**src/rtl/udp_mc_sender.sv**
```systemverilog
// -----------------------------------------------------------------------------
// udp_mc_sender
// Multi-channel UDP/IPv4 frame generator. Channel requests are queued as
// pending bits and served round-robin. Each granted request produces one
// Ethernet/IPv4/UDP frame: 12 header words followed by ceil(L/4) payload
// words read from that channel's buffer. Words go out on a 32-bit MAC TX
// FIFO interface.
//
// Ports
//   clk, rst_n        clock, asynchronous active-low reset
//   req[NCH]          per-channel request pulse
//   len[16*NCH]       payload byte count per channel (sampled with req)
//   mac, dest_mac     source / destination MAC
//   ip_source/ip_dest source / destination IPv4 address
//   port_source       UDP source port
//   port_dest_base    UDP destination port of channel 0 (channel c adds c)
//   time_buf          timestamp placed in header word 11
//   mem_adr_rd        {channel, word index} read address of the buffers
//   mem_data          registered RAM data, one cycle after the address
//   tx_*              MAC FIFO write side; tx_rdy is the FIFO ready
//   busy              frame in progress
//   done, done_chan   one-cycle pulse after the last word, and its channel
//   ovf[NCH]          sticky per-channel overrun flags
// -----------------------------------------------------------------------------
module udp_mc_sender #(
   parameter int NCH     = 4,
   parameter int WAW     = 9,
   parameter int MAX_LEN = 1472,
   parameter int TTL     = 64,
   localparam int CW     = $clog2(NCH)
) (
   input  logic                  clk,
   input  logic                  rst_n,
   input  logic [NCH-1:0]        req,
   input  logic [16*NCH-1:0]     len,
   input  logic [47:0]           mac,
   input  logic [47:0]           dest_mac,
   input  logic [31:0]           ip_source,
   input  logic [31:0]           ip_dest,
   input  logic [15:0]           port_source,
   input  logic [15:0]           port_dest_base,
   input  logic [31:0]           time_buf,
   output logic [CW+WAW-1:0]     mem_adr_rd,
   input  logic [31:0]           mem_data,
   output logic [31:0]           tx_data,
   output logic                  tx_sop,
   output logic                  tx_eop,
   output logic                  tx_wren,
   output logic [1:0]            tx_mod,
   output logic                  tx_err,
   input  logic                  tx_rdy,
   output logic                  busy,
   output logic                  done,
   output logic [CW-1:0]         done_chan,
   output logic [NCH-1:0]        ovf
);

   localparam logic [7:0] TTL8 = 8'(TTL);

   typedef enum logic [2:0] {
      S_IDLE = 3'd0,
      S_ARB  = 3'd1,
      S_HDR  = 3'd2,
      S_DATA = 3'd3,
      S_DONE = 3'd4
   } state_t;

   // IPv4 header checksum over the ten header words (checksum field as 0).
   // Ten 16-bit words fit in 20 bits; two folds absorb every carry.
   function automatic logic [15:0] ip_hcs(input logic [15:0] tl,
                                          input logic [15:0] id,
                                          input logic [31:0] ips,
                                          input logic [31:0] ipd);
      logic [19:0] s;
      s = 20'h04500 + {4'd0, tl} + {4'd0, id} + {4'd0, TTL8, 8'h11}
        + {4'd0, ips[31:16]} + {4'd0, ips[15:0]}
        + {4'd0, ipd[31:16]} + {4'd0, ipd[15:0]};
      s = {4'd0, s[15:0]} + {16'd0, s[19:16]};
      s = {4'd0, s[15:0]} + {16'd0, s[19:16]};
      return ~s[15:0];
   endfunction

   state_t          r_state, w_state_nx;
   logic [NCH-1:0]  r_pend;
   logic [15:0]     r_plen [NCH];
   logic [NCH-1:0]  r_ovf;
   logic [CW-1:0]   r_last;
   logic [CW-1:0]   r_chan;
   logic [15:0]     r_len;
   logic [15:0]     r_ident;
   logic [47:0]     r_dmac, r_smac;
   logic [31:0]     r_ips, r_ipd, r_time;
   logic [15:0]     r_sport, r_dport;
   logic [3:0]      r_widx;
   logic [WAW-1:0]  r_didx;
   logic [31:0]     r_tx_data;
   logic            r_sop, r_eop, r_wren, r_busy, r_done;
   logic [1:0]      r_mod;
   logic [CW-1:0]   r_done_chan;

   logic            w_gnt_any;
   logic [CW-1:0]   w_gnt;
   logic            w_send, w_eop, w_active;
   logic [31:0]     w_hdr, w_word;
   logic [15:0]     w_total_len, w_udp_len, w_hcs, w_last_idx;
   logic [1:0]      w_mod;
   logic [WAW-1:0]  w_rd_idx;

   assign w_total_len = 16'd34 + r_len;
   assign w_udp_len   = 16'd14 + r_len;
   assign w_hcs       = ip_hcs(w_total_len, r_ident, r_ips, r_ipd);
   assign w_last_idx  = ((r_len + 16'd3) >> 2) - 16'd1;
   assign w_mod       = 2'(3'd4 - {1'b0, r_len[1:0]});
   assign w_active    = (r_state == S_ARB) || (r_state == S_HDR) || (r_state == S_DATA);

   // The RAM has no read enable, so the address must be chosen in the same
   // cycle the word is consumed: advance only when a data word actually
   // leaves this cycle, otherwise re-read the unsent word so mem_data holds.
   assign w_rd_idx   = ((r_state == S_DATA) && tx_rdy) ? r_didx + WAW'(1) : r_didx;
   assign mem_adr_rd = {r_chan, w_rd_idx};

   assign tx_data   = r_tx_data;
   assign tx_sop    = r_sop;
   assign tx_eop    = r_eop;
   assign tx_wren   = r_wren;
   assign tx_mod    = r_mod;
   assign tx_err    = 1'b0;
   assign busy      = r_busy;
   assign done      = r_done;
   assign done_chan = r_done_chan;
   assign ovf       = r_ovf;

   // Round-robin pick: scan downwards so the nearest set bit after r_last wins.
   always_comb begin
      w_gnt_any = |r_pend;
      w_gnt     = r_last;
      for (int i = NCH; i >= 1; i--) begin
         w_gnt = r_pend[(int'(r_last) + i) % NCH] ? CW'((int'(r_last) + i) % NCH) : w_gnt;
      end
   end

   // Header word selection by word index (W0 is sent from ARB with index 0).
   always_comb begin
      w_hdr = 32'd0;
      case (r_widx)
         4'd0:    w_hdr = r_dmac[47:16];
         4'd1:    w_hdr = {r_dmac[15:0], r_smac[47:32]};
         4'd2:    w_hdr = r_smac[31:0];
         4'd3:    w_hdr = {16'h0800, 8'h45, 8'h00};
         4'd4:    w_hdr = {w_total_len, r_ident};
         4'd5:    w_hdr = {16'h0000, TTL8, 8'h11};
         4'd6:    w_hdr = {w_hcs, r_ips[31:16]};
         4'd7:    w_hdr = {r_ips[15:0], r_ipd[31:16]};
         4'd8:    w_hdr = {r_ipd[15:0], r_sport};
         4'd9:    w_hdr = {r_dport, w_udp_len};
         4'd10:   w_hdr = {24'd0, 8'(r_chan)};
         4'd11:   w_hdr = r_time;
         default: w_hdr = 32'd0;
      endcase
   end

   // Next-state logic; every transmit state only advances on tx_rdy.
   always_comb begin
      w_state_nx = r_state;
      w_send     = 1'b0;
      w_eop      = 1'b0;
      w_word     = w_hdr;
      case (r_state)
         S_IDLE: begin
            if (w_gnt_any) w_state_nx = S_ARB;
            else           w_state_nx = S_IDLE;
         end
         S_ARB: begin
            w_send = tx_rdy;
            if (tx_rdy) w_state_nx = S_HDR;
            else        w_state_nx = S_ARB;
         end
         S_HDR: begin
            w_send = tx_rdy;
            w_eop  = (r_widx == 4'd11) && (r_len == 16'd0);
            if (tx_rdy && (r_widx == 4'd11)) begin
               if (r_len == 16'd0) w_state_nx = S_DONE;
               else                w_state_nx = S_DATA;
            end else begin
               w_state_nx = S_HDR;
            end
         end
         S_DATA: begin
            w_send = tx_rdy;
            w_word = mem_data;
            w_eop  = (16'(r_didx) == w_last_idx);
            if (tx_rdy && w_eop) w_state_nx = S_DONE;
            else                 w_state_nx = S_DATA;
         end
         S_DONE: begin
            w_state_nx = S_IDLE;
         end
         default: begin
            w_state_nx = S_IDLE;
         end
      endcase
   end

   // State register.
   always_ff @(posedge clk or negedge rst_n) begin
      if (!rst_n) r_state <= S_IDLE;
      else        r_state <= w_state_nx;
   end

   // Pending/overrun bookkeeping, grant latching and the transmit datapath.
   always_ff @(posedge clk or negedge rst_n) begin
      if (!rst_n) begin
         r_pend      <= '0;
         r_ovf       <= '0;
         r_last      <= CW'(NCH - 1);
         r_chan      <= '0;
         r_len       <= 16'd0;
         r_ident     <= 16'd0;
         r_dmac      <= 48'd0;
         r_smac      <= 48'd0;
         r_ips       <= 32'd0;
         r_ipd       <= 32'd0;
         r_time      <= 32'd0;
         r_sport     <= 16'd0;
         r_dport     <= 16'd0;
         r_widx      <= 4'd0;
         r_didx      <= '0;
         r_tx_data   <= 32'd0;
         r_sop       <= 1'b0;
         r_eop       <= 1'b0;
         r_wren      <= 1'b0;
         r_mod       <= 2'd0;
         r_busy      <= 1'b0;
         r_done      <= 1'b0;
         r_done_chan <= '0;
         for (int c = 0; c < NCH; c++) r_plen[c] <= 16'd0;
      end else begin
         // A req for a channel already pending or on the wire is an overrun.
         for (int c = 0; c < NCH; c++) begin
            if ((r_state == S_IDLE) && w_gnt_any && (w_gnt == CW'(c))) r_pend[c] <= 1'b0;
            if (req[c] && (r_pend[c] || (w_active && (r_chan == CW'(c))))) begin
               r_ovf[c] <= 1'b1;
            end else if (req[c]) begin
               r_pend[c] <= 1'b1;
               r_plen[c] <= (len[16*c +: 16] > 16'(MAX_LEN)) ? 16'(MAX_LEN) : len[16*c +: 16];
            end
         end

         if ((r_state == S_IDLE) && w_gnt_any) begin
            r_chan  <= w_gnt;
            r_last  <= w_gnt;
            r_len   <= r_plen[w_gnt];
            r_dmac  <= dest_mac;
            r_smac  <= mac;
            r_ips   <= ip_source;
            r_ipd   <= ip_dest;
            r_time  <= time_buf;
            r_sport <= port_source;
            r_dport <= port_dest_base + 16'(w_gnt);
            r_widx  <= 4'd0;
            r_didx  <= '0;
         end

         if (w_send) begin
            r_tx_data <= w_word;
            r_wren    <= 1'b1;
            r_sop     <= (r_state == S_ARB);
            r_eop     <= w_eop;
            r_mod     <= w_eop ? w_mod : 2'd0;
            if (r_state == S_DATA) r_didx <= r_didx + WAW'(1);
            else                   r_widx <= r_widx + 4'd1;
         end else begin
            r_wren <= 1'b0;
            r_sop  <= 1'b0;
            r_eop  <= 1'b0;
            r_mod  <= 2'd0;
         end

         r_done <= (r_state == S_DONE);
         if (r_state == S_DONE) begin
            r_done_chan <= r_chan;
            r_ident     <= r_ident + 16'd1;
         end
         r_busy <= (w_state_nx != S_IDLE);
      end
   end

endmodule

```
**config.mk**
```make
export PLATFORM = sky130hd
export DESIGN_NAME = udp_mc_sender
export DESIGN_NICKNAME = d
export VERILOG_FILES = /design/src/rtl/udp_mc_sender.sv
export SDC_FILE = /design/constraint.sdc
export NUM_CORES = 1
export LEC_CHECK = 0
export BUFFER_PORTS_ARGS = -buffer_cell sky130_fd_sc_hd__clkbuf_2
export CAP_MARGIN = 20
export CELL_PAD_IN_SITES_DETAIL_PLACEMENT = 0
export CELL_PAD_IN_SITES_GLOBAL_PLACEMENT = 1
export CORE_MARGIN = 5
export CORE_UTILIZATION = 39
export DETAILED_ROUTE_END_ITERATION = 6
export PLACE_DENSITY_LB_ADDON = 0.15
export SYNTH_ARGS = -nofsm -noshare
export SYNTH_HDL_FRONTEND = slang
export SYNTH_SLANG_ARGS = --single-unit
```
**constraint.sdc**
```tcl
create_clock -name clk -period 9.24 [get_ports clk]
set_clock_uncertainty 0.1 [all_clocks]
set_input_delay 0.924 -clock clk [delete_from_list [all_inputs] [get_ports clk]]
set_output_delay 0.924 -clock clk [all_outputs]
set_load 0.1 [all_outputs]
```
==> results.toml, run 1 <==
[sta]
fin_crit_sh = 0.944
rsz0062_at_grt = "no"
fmax_ghz = 0.115
setup_tns_ns = 0
min_period_ns = 8.73
slew_violations = 0
setup_viol = 0
relSlewSlack = 0.107
tightest_slew_ns = 1.34
hold_violations = 0

[yosys]
synth_area_per_cell_sq_um = 8.79
synth_top_cell_by_area = "dfrtp_1"
synth-edff-count = 0
ys.warnings.count = 0
synthTopCellsByCount = "nand2_1 (761), dfrtp_1 (387), o21ai_0 (153)"
synthCells = 2494
synth_top_area_share = 0.442
synth_cell_types = 75
synth.area.top_cells = "dfrtp_1 (44%), nand2_1 (13%), fa_1 (5.8%)"
synth.net_count = 2939
ys_ff_latch = 389
synth-seq-area-share = 0.444
async_reset_ff_frac = 1.00
synth_area_sq_um = 21900
synth_most_common_cell = "nand2_1"
synth_top_flop_cell = "dfrtp_1"

[status]
status = "finished with violations"
violations = "DRC"

[worst_setup_path]
critPathTopFamily = "simple AND/OR/NAND/NOR gates"
critical_path.slowest_cell = "or4_4"
critPathKind = "flop to flop"
slowest_delay_ns = 0.55
r2r-start = "r_len[2]"
path_common_cell = "fa_1"
endpoint_kind = "flop"
arrival_ns = 9.07
worst-path-max-fanout = 10
start_kind = "flop"
crit_start = "r_len[2]"
cp_data_required_time_ns = 9.58
worst-path-buf-inv = 2

[routing]
routed_via_density = 5.40
first_pass_iters = 7
postRouteAntennaNets = 0
vias = 19446
drt_iter0_drc = 1741
wl_per_cell_um = 23.3
drc_errors = 7
routed_wl_um = 84100

[clocking]
clk_latency_ns = 0.59
clock_path_buffers = 3
cts_tree = "built"
cts_setup_buffers = 0
cts_root_buf = "clkbuf_16"
path_clk_slew_ns = 0.06
htree_levels = 2
cts_num_sinks = 389
hold_buffers = 0
cts-buffers-inserted = 46

[power]
powerDensity_nw_per_um2 = 153
leakagePower_nw = 12.2
ir_drop_uv = 136

[die]
dieArea_sq_um = 61100
io_pins = 384
die_x_um = 247
start_util = 0.391
row_count = 87
die_y_um = 247
core_area_sq_um = 56100

[placement]
portBuffers = 382
gp_congestion = 0.927
dp_hpwl_um = 64900
placed_area_sq_um = 24500

[worst_hold_path]
hold_class = "input port to asynchronous set/reset pin"

[grt]
grt_usage = 0.269
overflow = 0
grt_max_degree = 230
grt_pass1_wl_um = 123000
antenna_found_initial = 3
grt_pass1_vias = 19331

[cells_and_area]
finalInstanceArea_sq_um = 26200
drive_gt1_frac = 0.191
nets = 3257
diodes = 0
fillers = 5549
area_delta_synth_final_pct = 19.7

[run]
maxCapViolCount = 0
-- registers in the layout (all words and copies together) (netlist names), 2 cells and up --
register / cells
done_chan: 2
ovf: 4
r_chan: 2
r_didx: 9
r_dmac: 48
r_dport: 16
r_ident: 16
r_ipd: 32
r_ips: 32
r_last: 2
r_len: 16
r_pend: 4
r_plen: 64
r_smac: 48
r_sport: 16
r_state: 3
r_time: 32
r_widx: 4
tx_data: 32
tx_mod: 2
-- routing by layer --
layer	vias up	GRT usage	wire length [um]
met5	-	0	0
met4	0	0.0766	2600
met3	102	0.0570	6780
met2	719	0.404	36500
met1	9584	0.394	38100
li1	9041	-	-
-- cell usage in the layout, fill, tap and decap left out, types with 13 or more instances in the layout --
| cell type | synthesis | routed |
|---|---|---|
| a21oi_1 | 49 | 47 |
| a221oi_1 | 23 | 23 |
| a222oi_1 | 20 | 20 |
| a22o_1 | 39 | 39 |
| a22oi_1 | 77 | 77 |
| a31oi_1 | 15 | 13 |
| and2_1 | 32 | 30 |
| and3_1 | 28 | 25 |
| buf_4 | 1 | 27 |
| clkbuf_16 | 0 | 47 |
| clkbuf_2 | 0 | 381 |
| dfrtp_1 | 387 | 385 |
| fa_1 | 64 | 64 |
| ha_1 | 54 | 50 |
| inv_1 | 147 | 147 |
| nand2_1 | 761 | 761 |
| nand3_1 | 83 | 82 |
| nand4_1 | 15 | 15 |
| nor2_1 | 58 | 56 |
| nor3_1 | 26 | 26 |
| o211ai_1 | 13 | 13 |
| o21ai_0 | 153 | 150 |
| xnor2_1 | 78 | 73 |
| xor2_1 | 45 | 44 |
-- final cells by class --
type | instances | area (sq um) | share of cell area
Multi-Input combinational cell | 1812 | 11300 | 0.429
Sequential cell | 389 | 9740 | 0.371
Timing Repair Buffer | 414 | 2220 | 0.0845
Clock buffer | 64 | 1310 | 0.0499
Tap cell | 756 | 946 | 0.0360
Inverter | 149 | 559 | 0.0213
Clock inverter | 19 | 224 | 0.00853
-- worst register-to-register path: cells and delay by family, from the launching register on --
kind                       cells  cell delay (ns)
AOI/OAI and AO/OA              9             1.67
buffers and inverters          2             0.25
and+or+nand+nor               12             3.04
DFF                            1             0.40
xor gates and xnor gates       3             0.58
adders and majority gates      7             2.56
-- report_power, final --
group	internal [mW]	switching (mW)	leakage (nW)	total (mW)
registers	1.73	0.0216	4.11	1.75
clock network	1.10	0.754	0.759	1.86
logic	0.102	0.302	7.34	0.404
-- final timing paths --
check / end / slack, ns / cells after the start
worst min-delay path: r_smac[41] / 0.32 / 1
min in group clk: ovf[0] / 0.36 / 1
worst min register to register: ovf[0] / 0.36 / 1
worst max register to register: tx_data[31] / 0.51 / 33
worst max-delay path: tx_data[31] / 0.51 / 33
max in group asynchronous: r_time[16] / 7.17 / 2
-- cells by family after synthesis --
group	Yosys count	synth area share
muxes	11	0.00536
DFF	389	0.444
adders and majority gates	118	0.0892
xor gates and xnor gates	123	0.0491
other	1	0.000171
buffers and inverters	293	0.0506
AOI/OAI and AO/OA	480	0.149
and+or+nand+nor	1079	0.213
-- per-stage QoR --
stage	utilization	instances	setup slack, ns	hold slack [ns]	total power, mW
floorplan	-	2494	0.441	0.339	2.01
global placement	0.438	3518	0.197	0.351	2.18
detailed placement	0.438	3519	-0.00605	0.353	2.19
CTS	0.465	3602	0.0538	0.335	4.06
global route	0.468	3603	0.0268	0.372	4.15
finish	0.468	3603	0.514	0.324	4.01
-- repair_timing --
item,in CTS,in global routing
pin swaps,0,2
setup endpoints to repair,1,10
resized for setup,1,30
No activity file was read; power rests on OpenSTA's default activity.
==> run 2, diff against run 1 <==
- PLACE_DENSITY: not set -> 0.89
- PLACE_DENSITY_LB_ADDON: 0.15 -> not set
==> run 2 against run 1 <==
Compared with the run above:
- critical path depth rose by 1
- critical path type unchanged
- final cell count barely moved
- the flow now finishes without violations
- highest routed layer is now met5
- critical endpoint unchanged
- utilization fell by 0.29 points
- die area did not move
==> results.toml, run 2 (synthesis results as in run 1) <==
[placement]
dp_hpwl_um = 64100
gp_congestion = 0.983
portBuffers = 382

[sta]
fin_crit_sh = 0.952
min_period_ns = 8.80
fmax_ghz = 0.114
setup_viol = 0
slew_violations = 0
hold_violations = 0
tightest_slew_ns = 1.32
setup_tns_ns = 0
rsz0062_at_grt = "no"
relSlewSlack = 0.123

[cells_and_area]
fin_util = 0.465
fillers = 5421
final_common_cell = "nand2_1"
largestRegisters = "r_plen: 64 flops, r_dmac: 48 flops, r_smac: 48 flops"
regMostFlops = "r_plen"
largest_register_ffs = 64
diodes = 0
drive_gt1_frac = 0.186
nets = 3255
mostFrequentLayoutCells = "nand2_1 (761), dfrtp_1 (384), clkbuf_2 (381), o21ai_0 (150), inv_1 (147)"
area_delta_synth_final_pct = 19.0

[grt]
overflow = 0
grt_usage = 0.263
grt_pass1_vias = 19346
grt_max_degree = 234
grt_pass1_wl_um = 121000
antenna_found_initial = 4

[routing]
drt_iter0_drc = 2423
postRouteAntennaNets = 0
first_pass_iters = 7
routed_wl_um = 82400
wl_per_cell_um = 22.9
drc_errors = 0
routed_via_density = 5.53
vias = 19923

[worst_setup_path]
worst-path-buf-inv = 4
path_common_cell = "fa_1"
slowest_delay_ns = 0.58
arrival_ns = 9.14
endpoint_kind = "flop"
start_kind = "flop"
critical_path.slowest_cell = "or4_4"
worst-path-max-fanout = 7
critPathKind = "flop to flop"
critPathTopFamily = "simple AND/OR/NAND/NOR gates"
cp_data_required_time_ns = 9.58

[die]
row_count = 87
die_y_um = 247
io_pins = 384
core_area_sq_um = 56100
start_util = 0.391
die_x_um = 247
dieArea_sq_um = 61100

[run]
maxCapViolCount = 0

[clocking]
htree_levels = 2
cts-buffers-inserted = 43
cts_root_buf = "clkbuf_16"
path_clk_slew_ns = 0.06
clock_path_buffers = 3
hold_buffers = 0
cts_tree = "built"
clk_latency_ns = 0.59
cts_num_sinks = 389

[worst_hold_path]
hold_class = "input port to asynchronous set/reset pin"

[status]
status = "finished clean"

[power]
ir_drop_uv = 110
powerDensity_nw_per_um2 = 151
leakagePower_nw = 12.1
power_mw = 3.94
==> run 2: changes by cell type in the layout (fill, tap and decap cells not counted), sizes merged <==
cell    delta
clkbuf     -5
inv        +1
buf        +1
==> run 2: power breakdown <==
part	internal (mW)	leakage, nW	switching [mW]
sequential	1.72	4.11	0.0245
clock	1.03	0.712	0.753
combinational	0.102	7.32	0.308
==> run 2: layout make-up <==
cell class,instances,area (sq um),share of cell area
Clock inverter,20,250,0.00959
Sequential cell,389,9740,0.373
Multi-Input combinational cell,1812,11200,0.429
Clock buffer,59,1200,0.0459
Timing Repair Buffer,415,2210,0.0846
Tap cell,756,946,0.0363
Inverter,149,559,0.0214
==> run 2: layer usage <==
metal	vias up	share of wire	global-route usage
li1	9040	-	-
met1	9788	0.43	0.386
met2	959	0.43	0.387
met3	134	0.098	0.0564
met4	2	0.038	0.0868
met5	-	0.000085	0
==> run 2: final timing paths <==
kind | startpoint | end | slack (ns) | cells after the start
max | r_len[1] | tx_data[31] | 0.44 | 34
min reg2reg | r_plen[9] | r_plen[9] | 0.37 | 2
min | rst_n | r_smac[15] | 0.21 | 1
max in group asynchronous | rst_n | r_len[7] | 7.31 | 2
max reg2reg | r_len[1] | tx_data[31] | 0.44 | 34
min in group clk | r_plen[9] | r_plen[9] | 0.37 | 2
==> run 2: what timing repair did <==
action                     in CTS  in global routing
setup buffers                   0                  1
setup endpoints to repair       0                  9
resized for setup               0                 22
==> run 2: stage by stage <==
stage	hold WS [ns]	cell area (sq um)	std cells	setup slack, ns
after floorplan	0.339	21900	2494	0.441
after global placement	0.351	24600	3520	0.236
after detailed placement	0.358	24600	3520	0.106
after CTS	0.228	26000	3599	0.0717
after global routing	0.264	26100	3600	0.0173
final	0.214	26100	3600	0.441
==> run 2: worst reg2reg max path, delay by kind of cell, from the launching register on <==
kind / cells / cell delay [ns]
AO/OA/AOI/OAI: 8 / 1.48
XOR/XNOR: 2 / 0.31
adder cells (fa/ha/maj): 8 / 2.71
buffers and inverters: 4 / 0.62
flip-flops: 1 / 0.40
AND/OR/NAND/NOR: 12 / 3.04
==> run 3, diff against run 2 <==
- MAX_ROUTING_LAYER: not set -> met4
==> run 3 against run 2 <==
Compared with the run above:
- via count rose by 0.11%
- combinational power barely moved
- critical path type unchanged
- total power rose by 0.60%
- highest routed layer is now met4
- largest power group unchanged
==> results.toml, run 3 (synthesis results as in run 1) <==
[status]
status = "finished clean"

[placement]
portBuffers = 382
dp_hpwl_um = 64500
gp_congestion = 1.02

[routing]
routed_wl_um = 82700
drt_iter0_drc = 2460
wl_per_cell_um = 23.0
vias = 19945
routed_via_density = 5.54
first_pass_iters = 7
drc_errors = 0
postRouteAntennaNets = 0

[grt]
antenna_found_initial = 3
grt_pass1_vias = 19588
overflow = 0
grt_usage = 0.271
grt_pass1_wl_um = 122000
grt_max_degree = 234

[clocking]
cts_tree = "built"
clk_latency_ns = 0.59
clock_path_buffers = 3
cts_num_sinks = 389
cts_root_buf = "clkbuf_16"
htree_levels = 2
cts-buffers-inserted = 43
cts_setup_buffers = 0
path_clk_slew_ns = 0.06

[worst_setup_path]
critPathTopFamily = "simple AND/OR/NAND/NOR gates"
endpoint_kind = "flop"
start_kind = "flop"
arrival_ns = 9.07
reg2reg_depth = 34
worst-path-max-fanout = 10
slowest_delay_ns = 0.58
cp.depth = 34
critical_path.slowest_cell = "or4_4"
path_common_cell = "ha_1"
worst-path-buf-inv = 1
critPathKind = "flop to flop"
cp_data_required_time_ns = 9.59

[sta]
relSlewSlack = 0.154
fin_crit_sh = 0.943
slew_violations = 0
setup_tns_ns = 0
fmax_ghz = 0.115
setup_viol = 0
rsz0062_at_grt = "no"
hold_ws_ns = 0.234
tightest_slew_ns = 1.27
hold_violations = 0
min_period_ns = 8.72

[cells_and_area]
regMostFlops = "r_plen"
final_common_cell = "nand2_1"
area_delta_synth_final_pct = 19.3
layout.area.seq_sq_um = 9740
largestRegisters = "r_plen: 64 flops, r_dmac: 48 flops, r_smac: 48 flops"
multi_input_area_sq_um = 11200
mostFrequentLayoutCells = "nand2_1 (761), dfrtp_1 (384), clkbuf_2 (381), o21ai_0 (150), inv_1 (147)"
nets = 3256
drive_gt1_frac = 0.189
fillers = 5445
largest_register_ffs = 64

[die]
start_util = 0.391
dieArea_sq_um = 61100
die_y_um = 247
die_x_um = 247
row_count = 87
io_pins = 384
core_area_sq_um = 56100

[run]
maxCapViolCount = 0

[power]
ir_drop_uv = 128
powerDensity_nw_per_um2 = 152
leakagePower_nw = 12.2

[worst_hold_path]
hold_class = "input port to asynchronous set/reset pin"
[run 3: area by class of cell]
type                            instances  area share
Antenna cell                            1   0.0000957
Inverter                              149      0.0214
Multi-Input combinational cell       1812       0.429
Tap cell                              756      0.0362
Clock buffer                           53      0.0457
Sequential cell                       389       0.372
Timing Repair Buffer                  416      0.0847
Clock inverter                         23      0.0103
[run 3: worst register-to-register path, delay by kind of cell (launching register included)]
family / cells / cell delay [ns]
AOI/OAI and AO/OA: 10 / 1.38
adders and majority gates: 7 / 2.76
and+or+nand+nor: 14 / 3.45
xor gates and xnor gates: 2 / 0.38
buffers and inverters: 1 / 0.04
DFF: 1 / 0.47
[run 3: what timing repair did]
| action | 4_1_cts | 5_1_grt |
|---|---|---|
| hold buffers | 0 | 0 |
| setup endpoints to repair | 0 | 11 |
| gates resized for setup | 0 | 27 |
[run 3: final timing paths]
path                                 start          end  slack [ns]
worst max register to register    r_len[7]  tx_data[31]        0.52
min in group clk                r_plen[25]   r_plen[25]        0.37
worst max-delay path              r_len[7]  tx_data[31]        0.52
max in group asynchronous            rst_n     r_len[7]        7.28
worst min-delay path                 rst_n   r_dmac[24]        0.23
worst min register to register  r_plen[25]   r_plen[25]        0.37
[run 3: stage by stage]
stage               instance area (sq um)  instances  utilization  setup WS, ns  power (mW)
global route                        26200       3599        0.467       0.00261        4.08
detailed placement                  24600       3522        0.438         0.103        2.19
global placement                    24600       3522        0.438         0.235        2.19
finish                              26200       3599        0.467         0.522        3.96
floorplan                           21900       2494            -         0.441        2.01
CTS                                 26000       3598        0.464        0.0774        4.00
[run 3: per-layer routing]
metal  share of wire  track usage
met1            0.44        0.384
met2            0.44        0.391
met3           0.090       0.0579
met4           0.034       0.0847
met5               0            -
[run 3: where the power goes]
part | internal [mW] | switching [mW]
logic | 0.102 | 0.308
registers | 1.72 | 0.0235
clock network | 1.06 | 0.745
total | 2.89 | 1.08
